[config.mk]
export PLATFORM = sky130hd
export DESIGN_NAME = truth_table_sweeper
export DESIGN_NICKNAME = d
export VERILOG_FILES = /design/src/rtl/truth_table_sweeper.sv
export SDC_FILE = /design/constraint.sdc
export NUM_CORES = 1
export LEC_CHECK = 0
export ABC_AREA = 1
export ABC_CLOCK_PERIOD_IN_PS = 2600
export CAP_MARGIN = 30
export CORE_MARGIN = 4
export CORE_UTILIZATION = 50
export DETAILED_ROUTE_END_ITERATION = 7
export PLACE_DENSITY = 0.78
export SYNTH_ARGS = -nofsm -noshare
export SYNTH_HDL_FRONTEND = slang
export SYNTH_SLANG_ARGS = --single-unit
export TNS_END_PERCENT = 100
[constraint.sdc]
create_clock -name clk -period 2.6 [get_ports clk]
set_input_delay 0.52 -clock clk [delete_from_list [all_inputs] [get_ports clk]]
set_output_delay 0.52 -clock clk [all_outputs]
set_load 0.1 [all_outputs]
[src/rtl/truth_table_sweeper.sv]
// Clocked truth-table sweep: steps {a,b,c} through 000..111 and holds each pattern for
// DWELL cycles. The function output d_in is captured into table_out on each pattern's last cycle.
module truth_table_sweeper #(
    parameter int unsigned DWELL = 4,
    parameter int unsigned CNT_W = 8
) (
    input  logic       clk,
    input  logic       rst,
    input  logic       start,
    input  logic       d_in,
    output logic       a,
    output logic       b,
    output logic       c,
    output logic       busy,
    output logic       done,
    output logic       table_valid,
    output logic [7:0] table_out
);

    typedef enum logic [1:0] {
        IDLE,
        DRIVE,
        DONE
    } state_t;

    localparam logic [CNT_W-1:0] LAST_CNT = CNT_W'(DWELL - 1);

    state_t           state;
    logic [2:0]       idx;
    logic [CNT_W-1:0] dwell_cnt;

    always_ff @(posedge clk or posedge rst) begin
        if (rst) begin
            state       <= IDLE;
            idx         <= '0;
            dwell_cnt   <= '0;
            table_valid <= 1'b0;
            table_out   <= '0;
        end else begin
            case (state)
                IDLE: begin
                    if (start) begin
                        state       <= DRIVE;
                        idx         <= '0;
                        dwell_cnt   <= '0;
                        table_out   <= '0;
                        table_valid <= 1'b0;
                    end
                end
                DRIVE: begin
                    // The last dwell cycle gives d_in the most settling time before capture.
                    if (dwell_cnt == LAST_CNT) begin
                        table_out[idx] <= d_in;
                        dwell_cnt      <= '0;
                        if (idx == 3'd7) begin
                            state <= DONE;
                            idx   <= '0;
                        end else begin
                            idx <= idx + 3'd1;
                        end
                    end else begin
                        dwell_cnt <= dwell_cnt + CNT_W'(1);
                    end
                end
                DONE: begin
                    table_valid <= 1'b1;
                    state       <= IDLE;
                end
                default: state <= IDLE;
            endcase
        end
    end

    assign {a, b, c} = idx;
    assign busy      = (state == DRIVE);
    assign done      = (state == DONE);

endmodule

# Yosys cells after proc, flatten, opt, wreduce, memory -nomap -nowiden
# Index checks and enable logic that the tools add are counted.
[totals]
register_bits = 22
out_inout_bits = 14
wordCells = 42
[op_classes]
order_cmp = 2
n_reduce_logical = 8
n_mux = 18
addsub = 2
eq_ne = 7
[ops]
columns = ["operator", "count"]
rows = [
  ["$pmux W8 S2", 2],
  ["$mux W8", 3],
  ["$mux W3", 3],
  ["$add A8 B1 Y8 const B", 1],
  ["$bwmux W8", 1],
  ["$eq A8 B2 Y1 const B", 1],
  ["$mux W2", 3],
  ["$pmux W3 S2", 1],
  ["$reduce_and A3 Y1", 2],
  ["$lt A3 B4 Y1 const B", 1],
  ["$ne A2 B1 Y1 const B", 2],
  ["$pmux W2 S2", 1],
  ["$reduce_and A2 Y1", 2],
  ["$reduce_bool A2 Y1", 2],
  ["$add A3 B1 Y3 const B", 1],
  ["$demux W1 S3", 1],
  ["$eq A3 B3 Y1 const B", 1],
  ["$ge A3 B1 Y1 const B", 1],
  ["$eq A2 B1 Y1 const B", 1],
  ["$eq A2 B2 Y1 const B", 1],
  ["$logic_not A2 Y1", 1],
  ["$mux W1", 2],
  ["$ne A2 B2 Y1 const B", 1],
  ["$pmux W1 S2", 1],
  ["$logic_and A1 B1 Y1", 1],
]

# Depth between registers and ports, before layout
# Gate-level depths: netlist (run 1).
[depth]
word_depth = 7
depth_mapped = 8

# Least setup slack after synthesis (run 1)
# Ideal clock, no wire load.
[synth_path]
kind = "register to output"
startpoint = "register state[1]"
endpoint = "output done"
stages_incl_launch_ff = 3
path_slack_ns = 0.310
required_ns = 2.080
arrival_time_ns = 1.770
path_cell_list = "dfrtp_1 -> inv_2 -> nor2_1"
[synth_between]
elab_chain_cells = 1
[synth_lines]
columns = ["item", "line", "source"]
rows = [
  ["start: declaration", "28", "state_t state;"],
  ["start signal: assignment", "34", "state <= IDLE;"],
  ["start signal: assignment", "43", "state <= DRIVE;"],
  ["start signal: assignment", "56", "state <= DONE;"],
  ["$eq A2 B2 Y1", "76", "assign done = (state == DONE);"],
  ["end: declaration", "15", "output logic done,"],
]
# No other way between the ends.

# Final worst setup path (run 1)
[layout_path]
startpoint = "register state[1]"
endpoint = "output busy"
[layout_between]
elab_chain_cells = 1
[layout_lines]
columns = ["item", "line", "source"]
rows = [
  ["$eq A2 B1 Y1", "75", "assign busy = (state == DRIVE);"],
  ["end: declaration", "14", "output logic busy,"],
]
# No other way between the ends.

==> impl_metrics.py, run 1 <==
metrics = {
    "place": {
        "hpwl_mm": 1.74,
        "place_inst": 192,
        "port-buffer-count": 17,
        "place.gp.congestion": 0.843,
        "placed_area_mm2": 0.00139,
    },
    "cells_and_area": {
        "drive_gt1_frac": 0.180,
        "n_antenna_cell": 0,
        "multi_input_area_um2": 607,
        "finalNonFillerCells": 195,
        "final_net_count": 176,
        "final_cell_area_mm2": 0.00141,
        "fill_cells": 200,
        "areaGrowthSynthToFinish_pct": 13.7,
        "regArea_um2": 551,
    },
    "floorplan": {
        "initial_utilization": 0.540,
        "fp.coreArea_mm2": 0.00230,
        "die_w_um": 57.8,
        "ios": 18,
        "rows": 17,
        "die-area_mm2": 0.00334,
        "die-height_um": 57.8,
    },
    "logic_synthesis": {
        "synthCells": 150,
        "syn_avg_cell_area_um2": 8.27,
        "yosys.area.top_type": "dfrtp_1",
        "syn_nets": 157,
        "synth-compound-area-share": 0.0524,
        "synth-xor-area-share": 0.0141,
        "synthAdderAreaFrac": 0.0302,
        "yosys.area.top_type_share": 0.444,
        "yosysWarnings": 0,
        "synth-simple-area-share": 0.392,
        "yosysSeqAreaShare": 0.444,
        "netlist_area_mm2": 0.00124,
        "synthMuxAreaShare": 0,
        "ys_types": 25,
        "synthTopCellsByArea": "dfrtp_1 44%, nand2_1 14%, nand3_1 10%, nand3b_1 4.8%, nand2_4 3.6%",
        "ys_ff_latch": 22,
        "synth_top_family_by_area": "simple AND/OR/NAND/NOR gates",
    },
    "drt": {
        "met2WireLength_mm": 1.10,
        "vias": 1041,
        "avgRoutedWirePerCell_um": 12.1,
        "first_iter_violations": 29,
        "routed_via_density": 5.34,
        "drc": 0,
        "dr.max_layer_used": "met4",
        "met1_length_mm": 1.14,
        "wl_met3_um": 72,
        "routed_wirelength_mm": 2.35,
        "dr.pass1.iters": 4,
        "ant_nets": 0,
    },
    "timing": {
        "drv_slew": 0,
        "period_share": 0.740,
        "rsz0062_at_grt": "false",
        "layout_min_cycle_time_ns": 1.92,
        "worst_slew_pin_slew_ns": 0.827,
        "fmax_mhz": 520,
        "hold_violations": 0,
        "whs_ns": 0.491,
        "skew_ns": 0.00228,
        "setup-tns-final_ns": 0,
        "setup_viol": 0,
        "relSlewSlack": 0.448,
    },
    "clock_tree": {
        "clkTransAtPathRegs_ns": 0.11,
        "cts_root_buf": "clkbuf_4",
        "clk_latency_ns": 0.30,
        "clk_path_buf_depth": 2,
        "post_cts_buffers": 0,
        "cts_sinks": 22,
        "postCtsHoldBufs": 0,
        "cts_resized": 0,
        "htree_levels": 1,
        "cts_made_buffers": 3,
        "cts_tree": "built",
    },
    "pwr": {
        "p_switching_mw": 0.962,
        "switching_share": 0.560,
        "leakage_nw": 0.761,
        "power.internal_mw": 0.755,
        "p_per_area_mw_per_mm2": 1220,
        "power_frac_seq": 0.331,
        "power_frac_clock": 0.087,
        "pwr-share-comb": 0.582,
        "ir_drop_uv": 872,
    },
    "worst_setup_path": {
        "cpMaxStageDelayCell": "dfrtp_1",
        "critPathKind": "flop to output pin",
        "required_ns": 2.08,
        "critPathLaunchType": "flop",
        "slowest_delay_ns": 0.46,
        "end_kind": "output pin",
        "cp.arrival_ns": 1.40,
        "path_cells": "nor2_8 -> buf_4",
        "critPathMaxFanout": 17,
    },
    "run": {
        "maxCapViolations": 0,
    },
    "global_routing": {
        "grt_pass1_wl_mm": 4.18,
        "grt_overflow": 0,
        "antenna_found_initial": 0,
        "grt_max_degree": 23,
        "track_usage": 0.159,
        "first_global_vias": 988,
    },
    "status": {
        "run_status": "finished, final reports clean",
    },
    "min_path": {
        "hp-class": "flop to flop",
    },
}
[kinds of logic after synthesis]
kind of cell / after synthesis
DFF: 22
adders and majority gates: 3
AOI/OAI and AO/OA: 11
buffers and inverters: 18
xor gates and xnor gates: 2
and+or+nand+nor: 94
[placed cells by master (no fill, tap or decap), drive strengths merged]
cell           instances
a21oi                  1
buf                   14
clkbuf                 3
clkdlybuf4s50          3
dfrtp                 22
ha                     3
inv                   15
nand2                 51
nand3                 26
nand3b                 8
nand4                  1
nor2                   7
nor3                   1
o211ai                 1
o21ai                  6
o22ai                  3
xnor2                  1
xor2                   1
[power by group through the flow]
| stage | clock network (mW) | registers [mW] | logic (mW) |
|---|---|---|---|
| finish | 0.149 | 0.568 | 0.999 |
| global route | 0.173 | 0.588 | 1.08 |
| CTS | 0.162 | 0.567 | 1.01 |
| detailed placement | 0 | 0.574 | 1.00 |
| global placement | 0 | 0.570 | 0.988 |
| floorplan | 0 | 1.00 | 0.371 |
[final timing paths]
path,startpoint,endpoint,slack (ns),depth (start not counted)
min in group asynchronous,rst,state[1]$_DFFE_PP0P_,0.67,2
worst min-delay path,table_out[0]$_DFFE_PP0P_,table_out[0]$_DFFE_PP0P_,0.49,2
worst max-delay path,state[1]$_DFFE_PP0P_,busy,0.68,2
worst min register to register,table_out[0]$_DFFE_PP0P_,table_out[0]$_DFFE_PP0P_,0.49,2
worst max register to register,dwell_cnt[0]$_DFFE_PP0P_,table_out[7]$_DFFE_PP0P_,1.18,8
max in group asynchronous,rst,dwell_cnt[2]$_DFFE_PP0P_,1.42,2
[synthesized netlist by cell type (all sizes together)]
library cell,n
clkbuf,1
ha,3
nand3,26
nor2,7
nand4,1
a21oi,1
o211ai,1
xnor2,1
nand3b,8
buf,2
xor2,1
nor3,1
o21ai,6
o22ai,3
dfrtp,22
nand2,51
inv,15
[final cells by class]
| class | count | share of cell area |
|---|---|---|
| Clock buffer | 3 | 0.0160 |
| Inverter | 15 | 0.0434 |
| Multi-Input combinational cell | 110 | 0.430 |
| Sequential cell | 22 | 0.390 |
| Tap cell | 28 | 0.0248 |
| Timing Repair Buffer | 17 | 0.0957 |
[routing by layer]
metal | up-vias | GRT usage
met5 | - | 0
met4 | 0 | 0.0596
met3 | 6 | 0.0200
met2 | 16 | 0.263
met1 | 490 | 0.212
li1 | 529 | -
[worst max-delay path: cells and delay by family, from the launching register on]
family	cells	cell delay (ns)
DFF	1	0.46
and+or+nand+nor	1	0.29
buffers and inverters	1	0.35
[through the flow]
step                power [mW]   util  worst slack (ns)
finish                    1.72  0.614             0.675
global route              1.84  0.614             0.599
CTS                       1.74  0.614             0.657
detailed placement        1.58  0.605             0.949
global placement          1.56  0.605             0.972
floorplan                 1.37      -             0.310
[state kept, by name (all words and copies together) (netlist names)]
name and cells:
dwell_cnt 8, table_out 8, idx 3, state 2, table_valid 1
No activity file was read; power rests on OpenSTA's default activity.
==> run 2: changes to the inputs <==
--- a/config.mk
+++ b/config.mk
@@ -6,7 +6,7 @@
 export NUM_CORES = 1
 export LEC_CHECK = 0
 export ABC_AREA = 1
-export ABC_CLOCK_PERIOD_IN_PS = 2600
+export ABC_CLOCK_PERIOD_IN_PS = 1900
 export CAP_MARGIN = 30
 export CORE_MARGIN = 4
 export CORE_UTILIZATION = 50
==> constraint.sdc (replaced) <==
create_clock -name clk -period 1.9 [get_ports clk]
set_input_delay 0.38 -clock clk [delete_from_list [all_inputs] [get_ports clk]]
set_output_delay 0.38 -clock clk [all_outputs]
set_load 0.1 [all_outputs]
==> run 2 against run 1 <==
Against the previous run: sequential share of layout area down 2.2 points; core utilization increased by 3.7 points; worst hold slack lost 0.15 ns; first-iteration DRC count grew 21%; combinational power is 45% higher; critical path depth unchanged; design area is 6.0% higher; critical endpoint unchanged.
==> impl_metrics.py, run 2 (synthesized netlist as in run 1, its figures left out) <==
metrics = {
    "status": {
        "run_status": "finished, final reports clean",
    },
    "drt": {
        "routed_via_density": 5.41,
        "vias": 1061,
        "avgRoutedWirePerCell_um": 12.5,
        "first_iter_violations": 35,
        "dr.pass1.iters": 4,
        "ant_nets": 0,
        "routed_wirelength_mm": 2.44,
        "drc": 0,
    },
    "cells_and_area": {
        "fill_cells": 194,
        "final_net_count": 177,
        "top_regs": "dwell_cnt (8), table_out (8), idx (3)",
        "layout_common_cells": "47 x nand2_1, 26 x nand3_1, 22 x dfrtp_1, 11 x inv_1, 9 x buf_4",
        "drive_gt1_frac": 0.190,
        "n_antenna_cell": 0,
        "final_common_cell": "nand2_1",
        "areaGrowthSynthToFinish_pct": 20.6,
    },
    "global_routing": {
        "grt_overflow": 0,
        "antenna_found_initial": 0,
        "first_global_vias": 1033,
        "grt_pass1_wl_mm": 4.54,
        "grt_max_degree": 18,
        "track_usage": 0.169,
    },
    "clock_tree": {
        "cts_resized": 0,
        "postCtsHoldBufs": 0,
        "clk_path_buf_depth": 2,
        "htree_levels": 1,
        "cts_tree": "built",
        "cts_sinks": 22,
        "clkTransAtPathRegs_ns": 0.12,
        "clk_latency_ns": 0.30,
        "cts_root_buf": "clkbuf_4",
        "post_cts_buffers": 0,
        "cts_made_buffers": 3,
    },
    "place": {
        "hpwl_mm": 1.89,
        "place.gp.congestion": 0.844,
        "pre_cts_ws_ns": 0.388,
        "port-buffer-count": 17,
    },
    "worst_setup_path": {
        "critPathLaunchType": "flop",
        "critPathKind": "flop to output pin",
        "end_kind": "output pin",
        "cp.arrival_ns": 1.30,
        "required_ns": 1.52,
        "critPathMaxFanout": 17,
    },
    "floorplan": {
        "initial_utilization": 0.540,
        "die_w_um": 57.8,
        "die-height_um": 57.8,
        "fp.coreArea_mm2": 0.00230,
        "rows": 17,
        "ios": 18,
        "die-area_mm2": 0.00334,
    },
    "pwr": {
        "ir_drop_uv": 1010,
        "p_per_area_mw_per_mm2": 1640,
        "leakage_nw": 0.790,
    },
    "timing": {
        "postLayoutSetupSlackWorst_ns": 0.223,
        "setup-tns-final_ns": 0,
        "rsz0062_at_grt": "false",
        "hold_violations": 0,
        "setup_viol": 0,
        "drv_slew": 0,
        "layout_min_cycle_time_ns": 1.68,
        "period_share": 0.882,
        "relSlewSlack": 0.743,
        "fmax_mhz": 596,
        "worst_slew_pin_slew_ns": 0.385,
        "skew_ns": 0.00360,
    },
    "run": {
        "maxCapViolations": 0,
    },
    "min_path": {
        "hp-class": "input port to async pin",
    },
}
run 2: changes by cell type in the layout (fill, tap and decap cells not counted):
cell | previous run | this run
nor2_2 | 2 | 3
nor2_1 | 3 | 2
buf_4 | 14 | 9
buf_12 | 0 | 6
run 2: per-layer routing:
layer	global-route usage	vias up	wire length, µm
met5	0	-	0
met4	0.0397	0	18
met3	0.0267	2	87
met2	0.284	25	1240
met1	0.227	506	1100
li1	-	528	-
run 2: path summary, 6_finish.rpt:
| path | from | endpoint | slack (ns) | cells after the start |
|---|---|---|---|---|
| worst max register to register | dwell_cnt[0]$_DFFE_PP0P_ | idx[0]$_DFFE_PP0P_ | 0.46 | 8 |
| max in group asynchronous | rst | table_out[3]$_DFFE_PP0P_ | 1.16 | 3 |
| worst min register to register | table_out[6]$_DFFE_PP0P_ | table_out[6]$_DFFE_PP0P_ | 0.49 | 2 |
| worst max-delay path | state[1]$_DFFE_PP0P_ | busy | 0.22 | 2 |
| worst min-delay path | rst | table_valid$_DFFE_PP0P_ | 0.34 | 2 |
| min in group clk | table_out[6]$_DFFE_PP0P_ | table_out[6]$_DFFE_PP0P_ | 0.49 | 2 |
run 2: layout make-up:
type	count	area (µm²)	area share
tap	28	35.0	0.0234
timing repair buffer	18	218	0.145
sequential	22	551	0.368
inverter	15	61.3	0.0410
clock buffer	3	22.5	0.0151
multi-input combinational	110	609	0.407
run 2: worst max-delay path, stage by stage (launching register included):
cell and delay [ns]:
dfrtp_1 0.47, nor2_8 0.31, buf_12 0.22
run 2: report_power, final:
part,switching (mW),internal (mW),leakage [nW],total (mW)
sequential,0.183,0.618,0.283,0.801
clock,0.137,0.0738,0.0138,0.211
combinational,1.03,0.418,0.493,1.45
run 2: through the flow:
stage | instances | instance area, µm² | power [mW] | hold WS [ns] | utilization
4_1_cts | 196 | 1500 | 2.48 | 0.357 | 0.651
3_3_place_gp | 193 | 1470 | 2.23 | 0.458 | 0.642
6_report | 196 | 1500 | 2.46 | 0.342 | 0.651
3_5_place_dp | 193 | 1470 | 2.27 | 0.462 | 0.642
5_1_grt | 196 | 1500 | 2.62 | 0.365 | 0.651
2_1_floorplan | 150 | 1240 | 1.88 | 0.369 | -
==> run 3: changes to the inputs <==
--- a/config.mk
+++ b/config.mk
@@ -8,8 +8,8 @@
 export ABC_AREA = 1
 export ABC_CLOCK_PERIOD_IN_PS = 1900
 export CAP_MARGIN = 30
-export CORE_MARGIN = 4
 export CORE_UTILIZATION = 50
+export CTS_CLUSTER_DIAMETER = 50
 export DETAILED_ROUTE_END_ITERATION = 7
 export PLACE_DENSITY = 0.78
 export SYNTH_ARGS = -nofsm -noshare
==> run 3 against run 2 <==
Against the previous run: sequential cell count is the same; critical path depth did not move; cell count increased by 0.51%; clock skew grew 0.0031 ns; design area barely moved; wire length grew 1.6%; setup slack gained 0.0091 ns; core utilization grew 0.66 points; clock-buffer cell count is 1 higher; clock power is 21% higher.
==> impl_metrics.py, run 3 (synthesized netlist as in run 1, its figures left out) <==
metrics = {
    "pwr": {
        "power_frac_clock": 0.102,
        "switching_share": 0.541,
        "leakage_nw": 0.793,
        "power_frac_seq": 0.318,
        "p_switching_mw": 1.35,
        "p_per_area_mw_per_mm2": 1670,
        "power.total_mw": 2.50,
        "pwr-share-comb": 0.579,
        "power.internal_mw": 1.15,
        "ir_drop_uv": 1430,
    },
    "worst_setup_path": {
        "critPathLaunchType": "flop",
        "critPathKind": "flop to output pin",
        "critPathMaxFanout": 17,
        "end_kind": "output pin",
        "r2r_setup_slack_ns": 0.48,
        "critPathBufInv": 1,
        "cp.arrival_ns": 1.29,
        "cpMaxStageDelayCell": "dfrtp_1",
        "rr_startpoint": "dwell_cnt[0]$_DFFE_PP0P_",
        "slowest_delay_ns": 0.46,
        "path_cells": "nor2_8 -> buf_12",
        "critical_path.top_delay_family": "flip-flops",
        "r2r_cells": 8,
        "required_ns": 1.52,
        "worstReg2RegEnd": "table_out[0]$_DFFE_PP0P_",
    },
    "status": {
        "run_status": "finished, final reports clean",
    },
    "place": {
        "placed_area_mm2": 0.00146,
        "port-buffer-count": 17,
        "place.gp.congestion": 0.831,
        "hpwl_mm": 1.86,
    },
    "clock_tree": {
        "cts_tree": "built",
        "htree_levels": 1,
        "clk_path_buf_depth": 2,
        "cts_root_buf": "clkbuf_4",
        "clk_latency_ns": 0.30,
        "cts_resized": 0,
        "cts_made_buffers": 3,
        "cts_sinks": 22,
        "post_cts_buffers": 0,
        "clkTransAtPathRegs_ns": 0.12,
        "postCtsHoldBufs": 0,
    },
    "timing": {
        "hold_violations": 0,
        "rsz0062_at_grt": "false",
        "whs_ns": 0.396,
        "period_share": 0.878,
        "drv_slew": 0,
        "setup_viol": 0,
        "setup-tns-final_ns": 0,
        "layout_min_cycle_time_ns": 1.67,
        "fmax_mhz": 600,
        "relSlewSlack": 0.791,
        "skew_ns": 0.00668,
        "worst_slew_pin_slew_ns": 0.313,
    },
    "cells_and_area": {
        "drive_gt1_frac": 0.195,
        "top_regs": "dwell_cnt (8), table_out (8), idx (3)",
        "final_net_count": 177,
        "layout_common_cells": "47 x nand2_1, 26 x nand3_1, 22 x dfrtp_1, 11 x inv_1, 10 x buf_4",
        "fin_util": 0.658,
        "final_cell_area_mm2": 0.00150,
        "final_common_cell": "nand2_1",
        "areaGrowthSynthToFinish_pct": 20.7,
        "n_antenna_cell": 0,
    },
    "floorplan": {
        "die-area_mm2": 0.00269,
        "ios": 18,
        "die-height_um": 51.8,
        "fp.coreArea_mm2": 0.00228,
        "rows": 17,
        "die_w_um": 51.8,
        "initial_utilization": 0.545,
    },
    "drt": {
        "routed_via_density": 5.38,
        "avgRoutedWirePerCell_um": 12.6,
        "dr.pass1.iters": 4,
        "routed_wirelength_mm": 2.48,
        "first_iter_violations": 31,
        "vias": 1060,
        "drc": 0,
        "ant_nets": 0,
    },
    "global_routing": {
        "grt_pass1_wl_mm": 4.40,
        "first_global_vias": 976,
        "grt_overflow": 0,
        "grt_max_degree": 23,
        "antenna_found_initial": 0,
        "track_usage": 0.225,
    },
    "min_path": {
        "hp-class": "input port to async pin",
    },
    "run": {
        "maxCapViolations": 0,
    },
}
-- run 3: changes by cell type in the layout (fill, tap and decap cells not counted), sizes merged --
cell	delta
clkbuf	+1
-- run 3: metrics by stage --
stage               setup slack (ns)  std cells
detailed placement             0.379        193
global route                   0.148        197
finish                         0.232        197
floorplan                      0.151        150
CTS                            0.220        197
global placement               0.402        193
-- run 3: final cells by class --
class	instances	area [µm²]
tap	28	35.0
sequential	22	551
clock buffer	4	36.3
fill	193	778
multi-input combinational	110	609
timing repair buffer	18	205
inverter	15	61.3
-- run 3: layer usage --
layer	wire length [µm]	vias up	global-route usage
met5	0	-	0
met4	14	0	0.0721
met3	72	2	0.0409
met2	1240	19	0.361
met1	1150	505	0.304
li1	-	534	-
-- run 3: worst reg2reg max path: cells and delay by family, from the launching register on --
| kind | cells | cell delay [ns] |
|---|---|---|
| flip-flops | 1 | 0.42 |
| adder cells (fa/ha/maj) | 1 | 0.22 |
| AND/OR/NAND/NOR | 7 | 0.68 |
-- run 3: how the worst max path moves through the flow --
stage	from	to	slack, ns	depth (start not counted)
5_1_grt	state[1]$_DFFE_PP0P_	busy	0.15	2
3_5_place_dp	start	table_out[0]$_DFFE_PP0P_	0.38	6
6_report	state[1]$_DFFE_PP0P_	busy	0.23	2
2_1_floorplan	idx[0]$_DFFE_PP0P_	idx[0]$_DFFE_PP0P_	0.15	5
3_3_place_gp	start	dwell_cnt[6]$_DFFE_PP0P_	0.40	6
4_1_cts	state[1]$_DFFE_PP0P_	busy	0.22	2
-- run 3: power groups by stage --
stage / Combinational, mW / Sequential, mW / Clock, mW
4_1_cts: 1.46 / 0.797 / 0.266
5_1_grt: 1.56 / 0.820 / 0.286
3_3_place_gp: 1.42 / 0.796 / 0
3_5_place_dp: 1.46 / 0.803 / 0
2_1_floorplan: 0.507 / 1.37 / 0
6_report: 1.45 / 0.796 / 0.256
